==> src/rtl/keypad_pkg.sv <==
// Shared types and constants for the matrix keypad scanner.
package keypad_pkg;

    // Scanner control states
    typedef enum logic [1:0] {
        SCAN     = 2'd0,
        DEBOUNCE = 2'd1,
        PRESSED  = 2'd2,
        RELEASE  = 2'd3
    } scan_state_t;

    localparam logic [3:0] KEY_CLEAR = 4'hA;
    localparam logic [3:0] KEY_ENTER = 4'hF;

    localparam int DEFAULT_SCAN_DIV       = 100000;
    localparam int DEFAULT_DEBOUNCE_SCANS = 4;

    // True when exactly one active-low column is asserted
    function automatic logic exactly_one_low(input logic [3:0] cols);
        return ($countones(~cols) == 1);
    endfunction

    // Index of the lowest-numbered low column (0 when none is low)
    function automatic logic [1:0] low_col_index(input logic [3:0] cols);
        logic [1:0] idx;
        idx = 2'd0;
        for (int i = 3; i >= 0; i--) begin
            if (!cols[i]) begin
                idx = 2'(i);
            end
        end
        return idx;
    endfunction

endpackage

==> src/rtl/keypad_scan_col_sync.sv <==
// Two-flop synchronizer for the asynchronous keypad column inputs.
// Resets to all-high so an idle keypad is seen immediately after reset.
module col_sync (
    input  logic       clk_pre,
    input  logic       reset,
    input  logic [3:0] d,
    output logic [3:0] q
);

    logic [3:0] meta_reg;
    logic [3:0] sync_reg;

    genvar gi;
    generate
        for (gi = 0; gi < 4; gi++) begin : g_bit
            // Per-column metastability chain
            always_ff @(posedge clk_pre) begin
                if (reset) begin
                    meta_reg[gi] <= 1'b1;
                    sync_reg[gi] <= 1'b1;
                end else begin
                    meta_reg[gi] <= d[gi];
                    sync_reg[gi] <= meta_reg[gi];
                end
            end
        end
    endgenerate

    assign q = sync_reg;

endmodule

==> src/rtl/keypad_scan.sv <==
// 4x4 matrix keypad scanner: row drive, debounce, key handshake and BCD entry.
module keypad_scan
    import keypad_pkg::*;
#(
    parameter int SCAN_DIV       = DEFAULT_SCAN_DIV,
    parameter int DEBOUNCE_SCANS = DEFAULT_DEBOUNCE_SCANS
) (
    input  logic        clk_pre,
    input  logic        reset,
    input  logic [3:0]  col_n,
    input  logic        key_ack,
    output logic [3:0]  row_n,
    output logic        key_valid,
    output logic [3:0]  key_code,
    output logic        key_overrun,
    output logic [15:0] entry_bcd,
    output logic        entry_valid
);

    localparam int DIV_W = (SCAN_DIV > 1) ? $clog2(SCAN_DIV) : 1;
    localparam int CNT_W = $clog2(DEBOUNCE_SCANS + 1);
    localparam logic [DIV_W-1:0] DIV_LAST   = DIV_W'(SCAN_DIV - 1);
    localparam logic [CNT_W-1:0] CNT_TARGET = CNT_W'(DEBOUNCE_SCANS);

    logic [3:0]       col_s;
    logic [DIV_W-1:0] div_reg;
    logic             tick;

    scan_state_t      state_reg, state_next;
    logic [1:0]       row_reg, row_next;
    logic [CNT_W-1:0] cnt_reg, cnt_next;
    logic [CNT_W-1:0] cnt_inc;
    logic [3:0]       pat_reg, pat_next;

    logic             single_low;
    logic             all_high;
    logic             accept;
    logic [3:0]       accept_code;

    logic             key_valid_reg;
    logic [3:0]       key_code_reg;
    logic             key_overrun_reg;
    logic [15:0]      entry_reg;
    logic             entry_valid_reg;

    col_sync u_col_sync (
        .clk_pre (clk_pre),
        .reset   (reset),
        .d       (col_n),
        .q       (col_s)
    );

    assign tick        = (div_reg == DIV_LAST);
    assign single_low  = exactly_one_low(col_s);
    assign all_high    = &col_s;
    assign cnt_inc     = cnt_reg + CNT_W'(1);
    assign accept_code = {row_reg, low_col_index(col_s)};

    // Scan-tick divider: wraps after the tick cycle
    always_ff @(posedge clk_pre) begin
        if (reset || tick) begin
            div_reg <= '0;
        end else begin
            div_reg <= div_reg + DIV_W'(1);
        end
    end

    // Scanner state, row index, stability count and captured pattern
    always_ff @(posedge clk_pre) begin
        if (reset) begin
            state_reg <= SCAN;
            row_reg   <= 2'd0;
            cnt_reg   <= '0;
            pat_reg   <= 4'hF;
        end else begin
            state_reg <= state_next;
            row_reg   <= row_next;
            cnt_reg   <= cnt_next;
            pat_reg   <= pat_next;
        end
    end

    // Next-state logic; everything moves only on a scan tick
    always_comb begin
        state_next = state_reg;
        row_next   = row_reg;
        cnt_next   = cnt_reg;
        pat_next   = pat_reg;
        accept     = 1'b0;
        if (tick) begin
            case (state_reg)
                SCAN: begin
                    if (single_low) begin
                        // Hold this row while the candidate is debounced
                        pat_next   = col_s;
                        cnt_next   = CNT_W'(1);
                        state_next = DEBOUNCE;
                    end else begin
                        // Nothing or a ghost pattern: keep scanning
                        row_next = row_reg + 2'd1;
                    end
                end
                DEBOUNCE: begin
                    if (col_s == pat_reg) begin
                        cnt_next = cnt_inc;
                        if (cnt_inc >= CNT_TARGET) begin
                            state_next = PRESSED;
                            accept     = 1'b1;
                        end
                    end else begin
                        // Bounce or early release: retry the same row
                        cnt_next   = '0;
                        state_next = SCAN;
                    end
                end
                PRESSED: begin
                    if (all_high) begin
                        cnt_next   = CNT_W'(1);
                        state_next = RELEASE;
                    end
                end
                RELEASE: begin
                    if (all_high) begin
                        cnt_next = cnt_inc;
                        if (cnt_inc >= CNT_TARGET) begin
                            cnt_next   = '0;
                            row_next   = row_reg + 2'd1;
                            state_next = SCAN;
                        end
                    end else begin
                        // Key bounced back down: no second acceptance
                        state_next = PRESSED;
                    end
                end
                default: begin
                    state_next = SCAN;
                end
            endcase
        end
    end

    // Key handshake and BCD entry register updates
    always_ff @(posedge clk_pre) begin
        if (reset) begin
            key_valid_reg   <= 1'b0;
            key_code_reg    <= 4'h0;
            key_overrun_reg <= 1'b0;
            entry_reg       <= 16'h0000;
            entry_valid_reg <= 1'b0;
        end else begin
            entry_valid_reg <= accept && (accept_code == KEY_ENTER);
            if (accept) begin
                // A simultaneous ack frees the slot, so the new key loads
                if (!key_valid_reg || key_ack) begin
                    key_code_reg  <= accept_code;
                    key_valid_reg <= 1'b1;
                end else begin
                    key_overrun_reg <= 1'b1;
                end
                // Entry tracks every accepted key, even a dropped one
                if (accept_code <= 4'd9) begin
                    entry_reg <= {entry_reg[11:0], accept_code};
                end else if (accept_code == KEY_CLEAR) begin
                    entry_reg <= 16'h0000;
                end
            end else if (key_ack) begin
                key_valid_reg <= 1'b0;
            end
        end
    end

    assign row_n       = ~(4'b0001 << row_reg);
    assign key_valid   = key_valid_reg;
    assign key_code    = key_code_reg;
    assign key_overrun = key_overrun_reg;
    assign entry_bcd   = entry_reg;
    assign entry_valid = entry_valid_reg;

endmodule

==> config.mk <==
export PLATFORM = sky130hd
export DESIGN_NAME = keypad_scan
export DESIGN_NICKNAME = d
export VERILOG_FILES = /design/src/rtl/keypad_pkg.sv /design/src/rtl/keypad_scan_col_sync.sv /design/src/rtl/keypad_scan.sv
export SDC_FILE = /design/constraint.sdc
export NUM_CORES = 1
export LEC_CHECK = 0
export CAP_MARGIN = 20
export CORE_UTILIZATION = 57
export CTS_BUF_LIST = sky130_fd_sc_hd__clkbuf_8
export CTS_CLUSTER_DIAMETER = 100
export CTS_CLUSTER_SIZE = 12
export DETAILED_ROUTE_END_ITERATION = 16
export PLACE_DENSITY = 0.84
export RECOVER_POWER = 25
export SLEW_MARGIN = 40
export SYNTH_ARGS = -nofsm -noshare
export SYNTH_HDL_FRONTEND = slang
export SYNTH_SLANG_ARGS = --single-unit
export TNS_END_PERCENT = 30
==> constraint.sdc <==
create_clock -name clk_pre -period 3.2 [get_ports clk_pre]
set_clock_uncertainty 0.15 [all_clocks]
set_input_delay 0.32 -clock clk_pre [delete_from_list [all_inputs] [get_ports clk_pre]]
set_output_delay 0.32 -clock clk_pre [all_outputs]
set_load 0.05 [all_outputs]
### Word level (Yosys, flattened, before mapping)

Cells that the tools add are included.

* reduce and logical (&&, ||, !) cells: 17
* order comparisons: 2
* equal/unequal tests: 16
* multiply operators: 0
* div/mod/pow operators: 0
* bitwise gates (word level): 3
* add/subtract/negate cells: 6
* shifts and indexed selects: 1
* muxes and demuxes: 30

Operators with widths (count)
* $mux W16: 2
* $mux W2: 13
* $add A17 B1 Y17 const B: 1
* $eq A17 B17 Y1 const B: 1
* $mux W3: 5
* $pmux W3 S4: 1
* $ne A2 B2 Y1 const B: 5
* $reduce_and A5 Y1: 2
* $eq A4 B4 Y1 const B: 2
* $not A4 Y4: 2
* $pmux W2 S4: 1
* $reduce_and A2 Y1: 4
* $reduce_and A4 Y1: 2
* $mux W1: 7
* $ne A3 B3 Y1 const B: 2
* $reduce_bool A2 Y1: 3
* $add A1 B1 Y2: 2
* $eq A2 B2 Y1 const B: 2
* $eq A4 B4 Y1: 1
* $le A4 B4 Y1 const B: 1
* $pmux W2 S2: 1
* $shl A1 B2 Y4 const A: 1
* $add A2 B2 Y3: 1
* $add A3 B1 Y3 const B: 1
* other kinds (11): 12

* memories: 0
* memory bits (writable): 0
* word-level logic and storage cells: 93
* output and inout bits: 27
* bits in latches: 0
* memory bits (read-only): 0
* flip-flop bits (word level): 59

### Depth between registers and ports, before layout

Gate-level depths: netlist of run 1.

* depth after elaboration: 8
* gate-level depth with buffers: 9
* depth with buffers taken out: 9

### Hierarchy

A second synthesis of run 1 with hierarchy kept.

* cell total of the unflattened synthesis: 286
* area, all modules: 2698.8 um2

By module, submodules not included
* keypad_scan: seq. area each 1021.0 um2, area each 2488.6 um2, instances 1, cells an instance 270
* col_sync: seq. area each 160.2 um2, area each 210.2 um2, instances 1, cells an instance 16

### Worst setup path before layout of run 1

No wires, ideal clock.

* path kind: reg-to-reg
* start: register u_col_sync.sync_reg[0], in the netlist u_col_sync.q[0]
* end: register pat_reg[0]
* cell stages (with the launch flop): 9
* required time: 2930 ps
* arrival time: 2499 ps
* clock period less this slack: 2769 ps
* setup slack: 431 ps
* path through: dfxtp_1 fa_1 inv_1 ha_1 ha_1 or3b_2 nor4_4 nor2b_1 a211o_1

* longest elaborated chain between the ends: 5

RTL lines
* from (decl): RTL line keypad_scan_col_sync.sv:11 `logic [3:0] sync_reg;`
* from (signal, indexed assignment): RTL line keypad_scan_col_sync.sv:23 `sync_reg[gi] <= meta_reg[gi];`
* $not A4 Y4: RTL line keypad_pkg.sv:20 `return ($countones(~cols) == 1);`
* $add A1 B1 Y2 (implied by the code): RTL line keypad_pkg.sv:20
* $add A2 B2 Y3 (implied by the code): RTL line keypad_pkg.sv:20
* $eq A3 B1 Y1: RTL line keypad_pkg.sv:20
* $reduce_and A3 Y1 (no line)
* to (signal assigned): RTL line keypad_scan.sv:79 `pat_reg <= pat_next;`
* to (decl): RTL line keypad_scan.sv:33 `logic [3:0] pat_reg, pat_next;`

Several ways; a longest one is shown, not always the timed one.
A chain may end at the register's enable or synchronous reset.

### Worst setup path in the final report of run 1

* start: register u_col_sync.sync_reg[0], in the netlist u_col_sync.q[0]
* end: register pat_reg[2]

* longest elaborated chain between the ends: 5

RTL lines (RTL line)
* $not A4 Y4: keypad_pkg.sv:20
* $add A1 B1 Y2 (implied by the code): keypad_pkg.sv:20
* $add A2 B2 Y3 (implied by the code): keypad_pkg.sv:20
* $eq A3 B1 Y1: keypad_pkg.sv:20
* $reduce_and A3 Y1 (no line)

Every way passes these cells.

==> impl_metrics.env, run 1 <==
export IMPL_yosysSeqAreaShare_pct=43.8
export IMPL_final_cell_mix="dfxtp_1 (59), nor2_1 (28), nand2b_1 (23), clkdlybuf4s50_1 (22), inv_1 (19)"
export IMPL_ys_ff_latch=59
export IMPL_wl_per_cell_um=14.0
export IMPL_setup_tns_final_ps=0
export IMPL_die_w_um=70.8
export IMPL_hold_buffers=0
export IMPL_cp_required_ps=3280
export IMPL_hold_path_class="flop to flop"
export IMPL_seq_area_um2=1180
export IMPL_post_cts_buffers=0
export IMPL_core_area_um2=4440
export IMPL_synth_edf_count=0
export IMPL_nFillCells=345
export IMPL_period_minus_slack_ps=2960
export IMPL_synthAdderAreaFrac_pct=5.38
export IMPL_vias=2065
export IMPL_syn_to_final_growth_pct=21.0
export IMPL_synth_warnings=0
export IMPL_post_synth_instance_area_um2=2700
export IMPL_syn_num_nets=302
export IMPL_async_flop_share_pct=0
export IMPL_worstPathArrival_ps=3040
export IMPL_crit_path_end_kind="flop"
export IMPL_drt_first_iter_violations=97
export IMPL_cts_buffer_depth=2
export IMPL_ir_drop_mv=0.330
export IMPL_clock_sinks=59
export IMPL_max_slew_margin_rel_pct=48.3
export IMPL_numPortBuffers=33
export IMPL_cts_buffers=9
export IMPL_clock_tree_root_cell="clkbuf_8"
export IMPL_synth_xor_xnor_area_share_pct=5.52
export IMPL_gp_congestion=0.761
export IMPL_drive_above_1_share_pct=11.5
export IMPL_synth_top_cell_area_share_pct=43.8
export IMPL_synth_top_family_by_area="simple AND/OR/NAND/NOR gates"
export IMPL_rsz0062_at_grt="no"
export IMPL_grt_max_degree=25
export IMPL_fin_crit_sh_pct=92.6
export IMPL_yosysTopAreaCell="dfxtp_1"
export IMPL_synth_area_per_cell_um2=9.50
export IMPL_cts_tree="yes"
export IMPL_diodes=0
export IMPL_synth_simple_gate_area_share_pct=26.2
export IMPL_final_common_cell="dfxtp_1"
export IMPL_initial_utilization_pct=60.7
export IMPL_multi_input_area_um2=1370
export IMPL_setup_violations=0
export IMPL_grt_usage_pct=23.1
export IMPL_startpoint_type="flop"
export IMPL_hold_viol_final=0
export IMPL_synth_compound_area_share_pct=11.9
export IMPL_ys_top_cells_by_area="dfxtp_1 (44%), nand2b_1 (5.3%), ha_1 (4.6%)"
export IMPL_cp_max_fo=8
export IMPL_drt_pass1_iterations=4
export IMPL_grt_first_pass_wirelength_mm=8.81
export IMPL_die_height_um=70.8
export IMPL_p_leak_nw=1.25
export IMPL_cts_resized=0
export IMPL_ant_nets=0
export IMPL_finalMaxSlewViolations=0
export IMPL_cap_violations=0
export IMPL_pin_count=34
export IMPL_overflow=0
export IMPL_drt_total_wl_mm=5.25
export IMPL_via_per_inst=5.51
export IMPL_fin_nets=337
export IMPL_status="complete, no violations"
export IMPL_whs_ps=264
export IMPL_rows=24
export IMPL_clkTransAtPathRegs_ps=60
export IMPL_synthCells=284
export IMPL_drc=0
export IMPL_dieArea_um2=5010
export IMPL_detailed_place_hpwl_mm=3.63
export IMPL_clock_fmax_mhz=338
export IMPL_worstMarginPinSlew_ps=776
export IMPL_timing_worst_setup_path_type="flop to flop"
export IMPL_powerDensity_nw_per_um2=480
export IMPL_htreeDepth=3
export IMPL_largest_reg_flops=17
export IMPL_synthDistinctLibCells=50
export IMPL_grt_antenna_before_repair=0
export IMPL_synthFlopType="dfxtp_1"
export IMPL_grt_pass1_vias=1915
export IMPL_clock_latency_ps=340
export IMPL_synthMuxAreaShare_pct=2.46
==> report_power, final <==
part	switching, mW	internal [mW]	leakage (nW)
sequential	0.00767	0.742	0.478
clock	0.284	0.476	0.115
combinational	0.0305	0.0263	0.659
total	0.322	1.24	1.25
==> cell families (layout without fill, tap and decap cells) <==
kind of cell,after synthesis,in the layout
DFF,59,59
AOI/OAI and AO/OA,44,44
xor gates and xnor gates,17,17
muxes,6,6
adders and majority gates,11,11
and+or+nand+nor,116,116
buffers and inverters,31,70
==> critical path: stages (launching register included) <==
cell and delay, ps:
dfxtp_1 380, fa_1 560, inv_1 40, ha_1 170, ha_1 260, or3b_2 550, nor4_4 360, nor2b_1 90
a211o_1 280
==> cells in the mapped netlist, drive strengths merged, types with 2 or more instances <==
cell type	count
o22ai	10
nor3	5
or2	8
nor2	28
xnor2	8
or3b	2
and4bb	2
nand2b	23
mux2	2
inv	19
nor2b	8
nor4	3
nand4b	2
a21oi	8
o21bai	3
a211o	4
o2111ai	2
nand3	7
nand2	13
and3	4
a31oi	2
dfxtp	59
nand4	5
ha	10
and4	3
o21ai	3
xor2	9
o32ai	5
mux2i	4
clkbuf	6
buf	6
==> worst paths after layout <==
path	from	slack, ps	cells after the start	to
max reg2reg	u_col_sync.q[0]	240	8	pat_reg[2]
max	u_col_sync.q[0]	240	8	pat_reg[2]
min reg2reg	u_col_sync.meta_reg[2]	260	1	u_col_sync.q[2]
min	u_col_sync.meta_reg[2]	260	1	u_col_sync.q[2]
==> metrics by stage <==
stage | utilization [%] | cell area, µm² | instances | power [mW] | worst slack (ps)
floorplan | - | 2700 | 284 | 0.804 | 431
global placement | 68.8 | 3060 | 360 | 0.822 | 307
detailed placement | 68.8 | 3060 | 360 | 0.824 | 235
CTS | 73.9 | 3280 | 375 | 1.58 | 219
global route | 73.5 | 3270 | 375 | 1.62 | 59.0
finish | 73.5 | 3270 | 375 | 1.57 | 238
==> cell type report <==
| cell class | count | area share [%] |
|---|---|---|
| Clock buffer | 11 | 4.64 |
| Clock inverter | 4 | 2.26 |
| Inverter | 19 | 2.18 |
| Multi-Input combinational cell | 194 | 42.1 |
| Sequential cell | 59 | 36.2 |
| Tap cell | 52 | 1.99 |
| Timing Repair Buffer | 36 | 10.7 |
==> per-layer routing <==
metal  up-vias  global-route usage, %  wire length, µm
met5         -                      0                0
met4         0                   8.44               78
met3        11                   9.97              191
met2        23                   36.4             2530
met1       980                   28.2             2440
li1       1051                      -                -
No activity file was read; power rests on OpenSTA's default activity.
==> run 2, diff against run 1 <==
--- a/config.mk
+++ b/config.mk
@@ -11,6 +11,7 @@
 export CTS_CLUSTER_DIAMETER = 100
 export CTS_CLUSTER_SIZE = 12
 export DETAILED_ROUTE_END_ITERATION = 16
+export GPL_ROUTABILITY_DRIVEN = 0
 export PLACE_DENSITY = 0.84
 export RECOVER_POWER = 25
 export SLEW_MARGIN = 40
==> results of run 2 <==
No change in the layout: final DEF, timing and power equal those of run 1.
